===== src/rtl/cpu_seq_ctrl_if.sv =====
// Instruction- and data-memory request/acknowledge handshakes of the sequencer.
interface cpu_seq_ctrl_if;
  logic imem_req;
  logic imem_ack;
  logic dmem_req;
  logic dmem_we;
  logic dmem_ack;

  modport master (
    output imem_req, dmem_req, dmem_we,
    input  imem_ack, dmem_ack
  );

  modport slave (
    input  imem_req, dmem_req, dmem_we,
    output imem_ack, dmem_ack
  );
endinterface


===== src/rtl/cpu_seq_ctrl.sv =====
// Multi-cycle FETCH/DECODE/EXEC/MEM/WB sequencer for the non-pipelined MIPS core,
// with memory-wait timeout, halt-address detection and a retired-instruction counter.
module cpu_seq_ctrl #(
  parameter int HALT_PC_WORD = 3,
  parameter int MEM_TIMEOUT  = 15
) (
  input  logic                  clk,
  input  logic                  rst_n,
  input  logic                  start,
  input  logic [5:0]            opcode,
  input  logic [31:0]           nxt_pc,
  cpu_seq_ctrl_if.master        mem,
  output logic                  ir_load,
  output logic                  pc_en,
  output logic                  rf_we,
  output logic                  busy,
  output logic                  halted,
  output logic                  err,
  output logic [31:0]           instr_count
);

  typedef enum logic [2:0] {
    S_IDLE, S_FETCH, S_DECODE, S_EXEC, S_MEM, S_WB, S_HALT, S_ERR
  } state_t;

  typedef enum logic [2:0] {
    OP_ALU, OP_LW, OP_SW, OP_BR, OP_ILL
  } op_t;

  localparam logic [7:0]  TO_LAST   = 8'(MEM_TIMEOUT - 1);
  localparam logic [29:0] HALT_WORD = 30'(HALT_PC_WORD);

  function automatic op_t decode_op(input logic [5:0] opc);
    op_t res;
    case (opc)
      6'h00, 6'h08: res = OP_ALU;
      6'h23:        res = OP_LW;
      6'h2B:        res = OP_SW;
      6'h04, 6'h02: res = OP_BR;
      default:      res = OP_ILL;
    endcase
    return res;
  endfunction

  state_t      state_r, state_nxt_s;
  op_t         op_r;
  logic [7:0]  wait_cnt_r;
  logic        commit_s;
  logic        halt_hit_s;
  logic        ir_load_s;
  logic        unused_s;

  assign halt_hit_s = (nxt_pc[31:2] == HALT_WORD);
  assign unused_s   = ^nxt_pc[1:0];

  // Next-state and commit decode.
  always_comb begin
    state_nxt_s = state_r;
    commit_s    = 1'b0;
    ir_load_s   = 1'b0;
    case (state_r)
      S_IDLE: begin
        if (start) state_nxt_s = S_FETCH;
        else       state_nxt_s = S_IDLE;
      end
      S_FETCH: begin
        if (mem.imem_ack) begin
          ir_load_s   = 1'b1;
          state_nxt_s = S_DECODE;
        end else if (wait_cnt_r == TO_LAST) begin
          state_nxt_s = S_ERR;
        end else begin
          state_nxt_s = S_FETCH;
        end
      end
      S_DECODE: begin
        if (decode_op(opcode) == OP_ILL) state_nxt_s = S_ERR;
        else                             state_nxt_s = S_EXEC;
      end
      S_EXEC: begin
        case (op_r)
          OP_BR:        commit_s    = 1'b1;
          OP_ALU:       state_nxt_s = S_WB;
          OP_LW, OP_SW: state_nxt_s = S_MEM;
          default:      state_nxt_s = S_ERR;
        endcase
      end
      S_MEM: begin
        // An ack in the final allowed wait cycle still completes the access.
        if (mem.dmem_ack) begin
          if (op_r == OP_SW) commit_s    = 1'b1;
          else               state_nxt_s = S_WB;
        end else if (wait_cnt_r == TO_LAST) begin
          state_nxt_s = S_ERR;
        end else begin
          state_nxt_s = S_MEM;
        end
      end
      S_WB:    commit_s    = 1'b1;
      S_HALT:  state_nxt_s = S_HALT;
      S_ERR:   state_nxt_s = S_ERR;
      default: state_nxt_s = S_ERR;
    endcase
    if (commit_s) begin
      if (halt_hit_s) state_nxt_s = S_HALT;
      else            state_nxt_s = S_FETCH;
    end else begin
      state_nxt_s = state_nxt_s;
    end
  end

  // State, latched opcode class, wait counter and retired-instruction count.
  always_ff @(posedge clk) begin
    if (!rst_n) begin
      state_r     <= S_IDLE;
      op_r        <= OP_ALU;
      wait_cnt_r  <= 8'd0;
      instr_count <= 32'd0;
    end else begin
      state_r <= state_nxt_s;
      if (state_r == S_DECODE) op_r <= decode_op(opcode);
      if (state_nxt_s != state_r)
        wait_cnt_r <= 8'd0;
      else if ((state_r == S_FETCH && !mem.imem_ack) || (state_r == S_MEM && !mem.dmem_ack))
        wait_cnt_r <= wait_cnt_r + 8'd1;
      if (commit_s) instr_count <= instr_count + 32'd1;
    end
  end

  assign mem.imem_req = (state_r == S_FETCH);
  assign mem.dmem_req = (state_r == S_MEM);
  assign mem.dmem_we  = (state_r == S_MEM) && (op_r == OP_SW);

  // Pulses are masked while reset is asserted so a colliding ack cannot commit.
  assign ir_load = ir_load_s & rst_n;
  assign pc_en   = commit_s & ~halt_hit_s & rst_n;
  assign rf_we   = (state_r == S_WB) & rst_n;

  assign busy   = (state_r == S_FETCH) || (state_r == S_DECODE) || (state_r == S_EXEC) ||
                  (state_r == S_MEM)   || (state_r == S_WB);
  assign halted = (state_r == S_HALT);
  assign err    = (state_r == S_ERR);

endmodule


===== src/flat_wrapper.sv =====
// flat-port wrapper written by rule: the top's interface ports become plain ports
module cpu_seq_ctrl_flat 
#(
  parameter int HALT_PC_WORD = 3,
  parameter int MEM_TIMEOUT  = 15
)
  (clk, rst_n, start, opcode, nxt_pc, ir_load, pc_en, rf_we, busy, halted, err, instr_count, mem_imem_req, mem_dmem_req, mem_dmem_we, mem_imem_ack, mem_dmem_ack);
  cpu_seq_ctrl_if mem_i ();
  input  logic clk;
  input  logic rst_n;
  input  logic start;
  input  logic [5:0] opcode;
  input  logic [31:0] nxt_pc;
  output logic ir_load;
  output logic pc_en;
  output logic rf_we;
  output logic busy;
  output logic halted;
  output logic err;
  output logic [31:0] instr_count;
  output wire logic [$bits(mem_i.imem_req)-1:0] mem_imem_req;
  output wire logic [$bits(mem_i.dmem_req)-1:0] mem_dmem_req;
  output wire logic [$bits(mem_i.dmem_we)-1:0] mem_dmem_we;
  input wire logic [$bits(mem_i.imem_ack)-1:0] mem_imem_ack;
  input wire logic [$bits(mem_i.dmem_ack)-1:0] mem_dmem_ack;
  assign mem_imem_req = mem_i.imem_req;
  assign mem_dmem_req = mem_i.dmem_req;
  assign mem_dmem_we = mem_i.dmem_we;
  assign mem_i.imem_ack = mem_imem_ack;
  assign mem_i.dmem_ack = mem_dmem_ack;
  cpu_seq_ctrl #(.HALT_PC_WORD(HALT_PC_WORD), .MEM_TIMEOUT(MEM_TIMEOUT)) u_core (.clk(clk), .rst_n(rst_n), .start(start), .opcode(opcode), .nxt_pc(nxt_pc), .mem(mem_i), .ir_load(ir_load), .pc_en(pc_en), .rf_we(rf_we), .busy(busy), .halted(halted), .err(err), .instr_count(instr_count));
endmodule

===== config.mk =====
export PLATFORM = sky130hd
export DESIGN_NAME = cpu_seq_ctrl_flat
export DESIGN_NICKNAME = d
export VERILOG_FILES = /design/src/rtl/cpu_seq_ctrl_if.sv /design/src/rtl/cpu_seq_ctrl.sv /design/src/flat_wrapper.sv
export SDC_FILE = /design/constraint.sdc
export NUM_CORES = 1
export LEC_CHECK = 0
export ABC_AREA = 1
export ABC_CLOCK_PERIOD_IN_PS = 1550
export CORE_MARGIN = 5
export CORE_UTILIZATION = 43
export CTS_CLUSTER_SIZE = 8
export DETAILED_ROUTE_END_ITERATION = 10
export GPL_TIMING_DRIVEN = 0
export PLACE_DENSITY_LB_ADDON = 0.05
export SLEW_MARGIN = 25
export SYNTH_ARGS = -nofsm -noshare
export SYNTH_HDL_FRONTEND = slang
export SYNTH_SLANG_ARGS = --single-unit

===== constraint.sdc =====
create_clock -name clk -period 1.55 [get_ports clk]
set_input_delay 0.465 -clock clk [delete_from_list [all_inputs] [get_ports clk]]
set_output_delay 0.465 -clock clk [all_outputs]
set_load 0.01 [all_outputs]

==> reports/qor.yml <==
finalCritPeriodShare_pct: 123
yosysTopAreaCellShare_pct: 32.3
tightest_slew_ns: 0.576
avgRoutedWirePerCell_um: 13.5
hold_violations: 0
yosys-top-cells-count: "nand2_1 (105), nor2_1 (81), inv_1 (72)"
htreeDepth: 2
grtUsageTotal_pct: 21.2
cp.arrival_ns: 1.44
slew_violations: 0
drive_above_1_share_pct: 35.2
drt_pre_antenna_iters: 4
synthCells: 456
slew_headroom_pct: 61.6
grt_busiest_layer: "met2"
clk_pin_slew_ns: 0.09
synth_enable_flop_cells: 0
yosysMostFrequentCell: "nand2_1"
via_per_inst: 4.95
grt_pass1_vias: 3361
crit_type: "primary input to primary output"
use_met2_pct: 38.8
synthFlopType: "dfxtp_1"
cp-start-kind: "primary input"
hold_class: "primary input to flop"
worstSkewPairLatency_ns: 0.31
root_buffer: "clkbuf_8"
nets: 648
syn_to_final_growth_pct: 62.9
via_count: 3369
yosysWarnings: 0
antenna_cells: 0
mappedNetlistArea_um2: 2860
grt_use_met3_pct: 4.46
synthDistinctLibCells: 36
hpwl_um: 5800
ant_nets: 0
coreArea_um2: 6420
die_w_um: 91.5
maxCapViolCount: 0
grtUsageMet1_pct: 24.5
antenna_found_initial: 0
setup_viol_count_final: 41
syn_avg_cell_area_um2: 6.26
clockBufferDepth: 2
p_per_area_nw_per_um2: 739
cp-end-kind: "primary output"
timing.fmax_mhz: 526
dieArea_um2: 8370
start_util_pct: 44.5
finalCriticalPeriod_ns: 1.90
place.port_buffers: 81
ys_seq_elements: 46
utilization_pct: 72.4
leakage_nw: 2.12
synth_nets: 502
pin_count: 84
fin_tns_setup_ns: -7.03
tritoncts: "built"
async_flop_share_pct: 0
setup_ws_ns: -0.352
worstPathRequired_ns: 1.08
wirelength_um: 9200
drc: 0
clock_skew_ns: 0.00885
drt_iter0_drc: 132
ys_seq_area_share_pct: 32.3
numCtsBuffers: 5
die_h_um: 91.5
vdd_ir_drop_max_mv: 0.532
synth.largest_area_cell: "dfxtp_1"
place.gp.congestion: 0.855
critPathMaxFanout: 2
rsz0062_at_grt: "yes"
grt_overflow: 0
violations: "setup timing"
status: "finished with violations"
cts_hold_buffers: 0
grt_max_degree: 16
synth_area_leaders: "dfxtp_1 (32%), nand2_1 (14%), nor2_1 (11%), inv_1 (9.5%), nand3_1 (5.1%)"
grt_pass1_wl_um: 14900
cts_sinks: 46
fp-row-count: 29
-- critical path, stage by stage --
cell	delay, ns
dlygate4sd2_1	0.24
nor2_2	0.12
nand2_1	0.07
nor2_1	0.10
nand2_1	0.11
nor2_4	0.17
nor3_4	0.06
buf_6	0.12
-- logic make-up (layout without fill, tap and decap cells) --
family	after synthesis	after routing	share of synthesized area, %
AND/OR/NAND/NOR	255	255	40.4
buffers and inverters	82	229	11.3
AO/OA/AOI/OAI	58	58	11.0
flip-flops	46	46	32.3
XOR/XNOR	11	11	3.37
adder cells (fa/ha/maj)	3	3	1.31
multiplexers	1	1	0.351
-- worst paths after layout --
kind                            cells after the start  slack, ns             startpoint                endpoint
worst min register to register                      1       0.47  u_core.instr_count[3]   u_core.instr_count[3]
worst max-delay path                                8      -0.35             nxt_pc[14]                   pc_en
worst min-delay path                                3       0.46                  rst_n  u_core.instr_count[15]
worst max register to register                     13      -0.30      u_core.state_r[1]  u_core.instr_count[21]
-- power breakdown --
group | leakage [nW] | internal, W | total (W) | switching, W
Combinational | 1.68 | 0.000556 | 0.00123 | 0.000675
Sequential | 0.387 | 0.00123 | 0.00128 | 0.0000535
Clock | 0.0585 | 0.000484 | 0.000924 | 0.000440
Total | 2.12 | 0.00227 | 0.00344 | 0.00117
-- sequential cells by signal, summed over array words and instances, names as in the netlist --
register,cells
u_core.state_r,3
u_core.op_r,3
u_core.instr_count,32
u_core.wait_cnt_r,8
-- metal layers --
| layer | vias to the layer above | routed length [um] | part of all wire [%] |
|---|---|---|---|
| li1 | 1719 | - | - |
| met1 | 1553 | 3890 | 42 |
| met2 | 87 | 4800 | 52 |
| met3 | 10 | 407 | 4.4 |
| met4 | 0 | 101 | 1.1 |
| met5 | - | 0 | 0 |
-- stage by stage --
step	setup slack (ns)	power (W)	cells	area (um2)	hold slack (ns)
floorplan	-0.0305	0.00181	456	2910	0.455
global placement	-1.27	0.00210	614	3810	0.449
detailed placement	-1.26	0.00212	614	3810	0.456
CTS	-0.294	0.00331	670	4420	0.470
global route	-0.429	0.00363	680	4650	0.464
finish	-0.352	0.00344	680	4650	0.460
-- layout make-up --
cell class                 instances  area (um2)
multi-input combinational        328        1950
fill                             530        1770
timing repair buffer             139        1160
sequential                        46         971
inverter                          77         312
tap                               77        96.3
clock buffer                       5        68.8
buffer                             5        47.5
clock inverter                     3        43.8
-- placed cells by master (no fill, tap or decap), types with 4 or more instances in the layout --
cell,n
nor3_2,5
xor2_1,8
nor3_1,6
nor2_4,11
dlygate4sd2_1,51
clkdlybuf4s15_1,13
nand4_1,5
buf_6,6
inv_2,9
a21oi_1,22
nand2_2,21
nor2_2,24
nor2_1,54
o21ai_1,12
buf_2,8
nand3_1,23
nor3_4,4
dfxtp_2,22
buf_4,54
o21ai_2,5
o21ai_0,9
nand3_4,6
inv_1,63
dfxtp_1,18
nand2_1,84
clkbuf_8,6
dfxtp_4,6
-- timing repair --
| action | 4_1_cts | 5_1_grt |
|---|---|---|
| buffers inserted | 48 | 10 |
| setup endpoints to repair | 75 | 48 |
| resized for setup | 206 | 67 |
| pin swaps | 44 | 19 |
(Power assumes the default switching activity.)
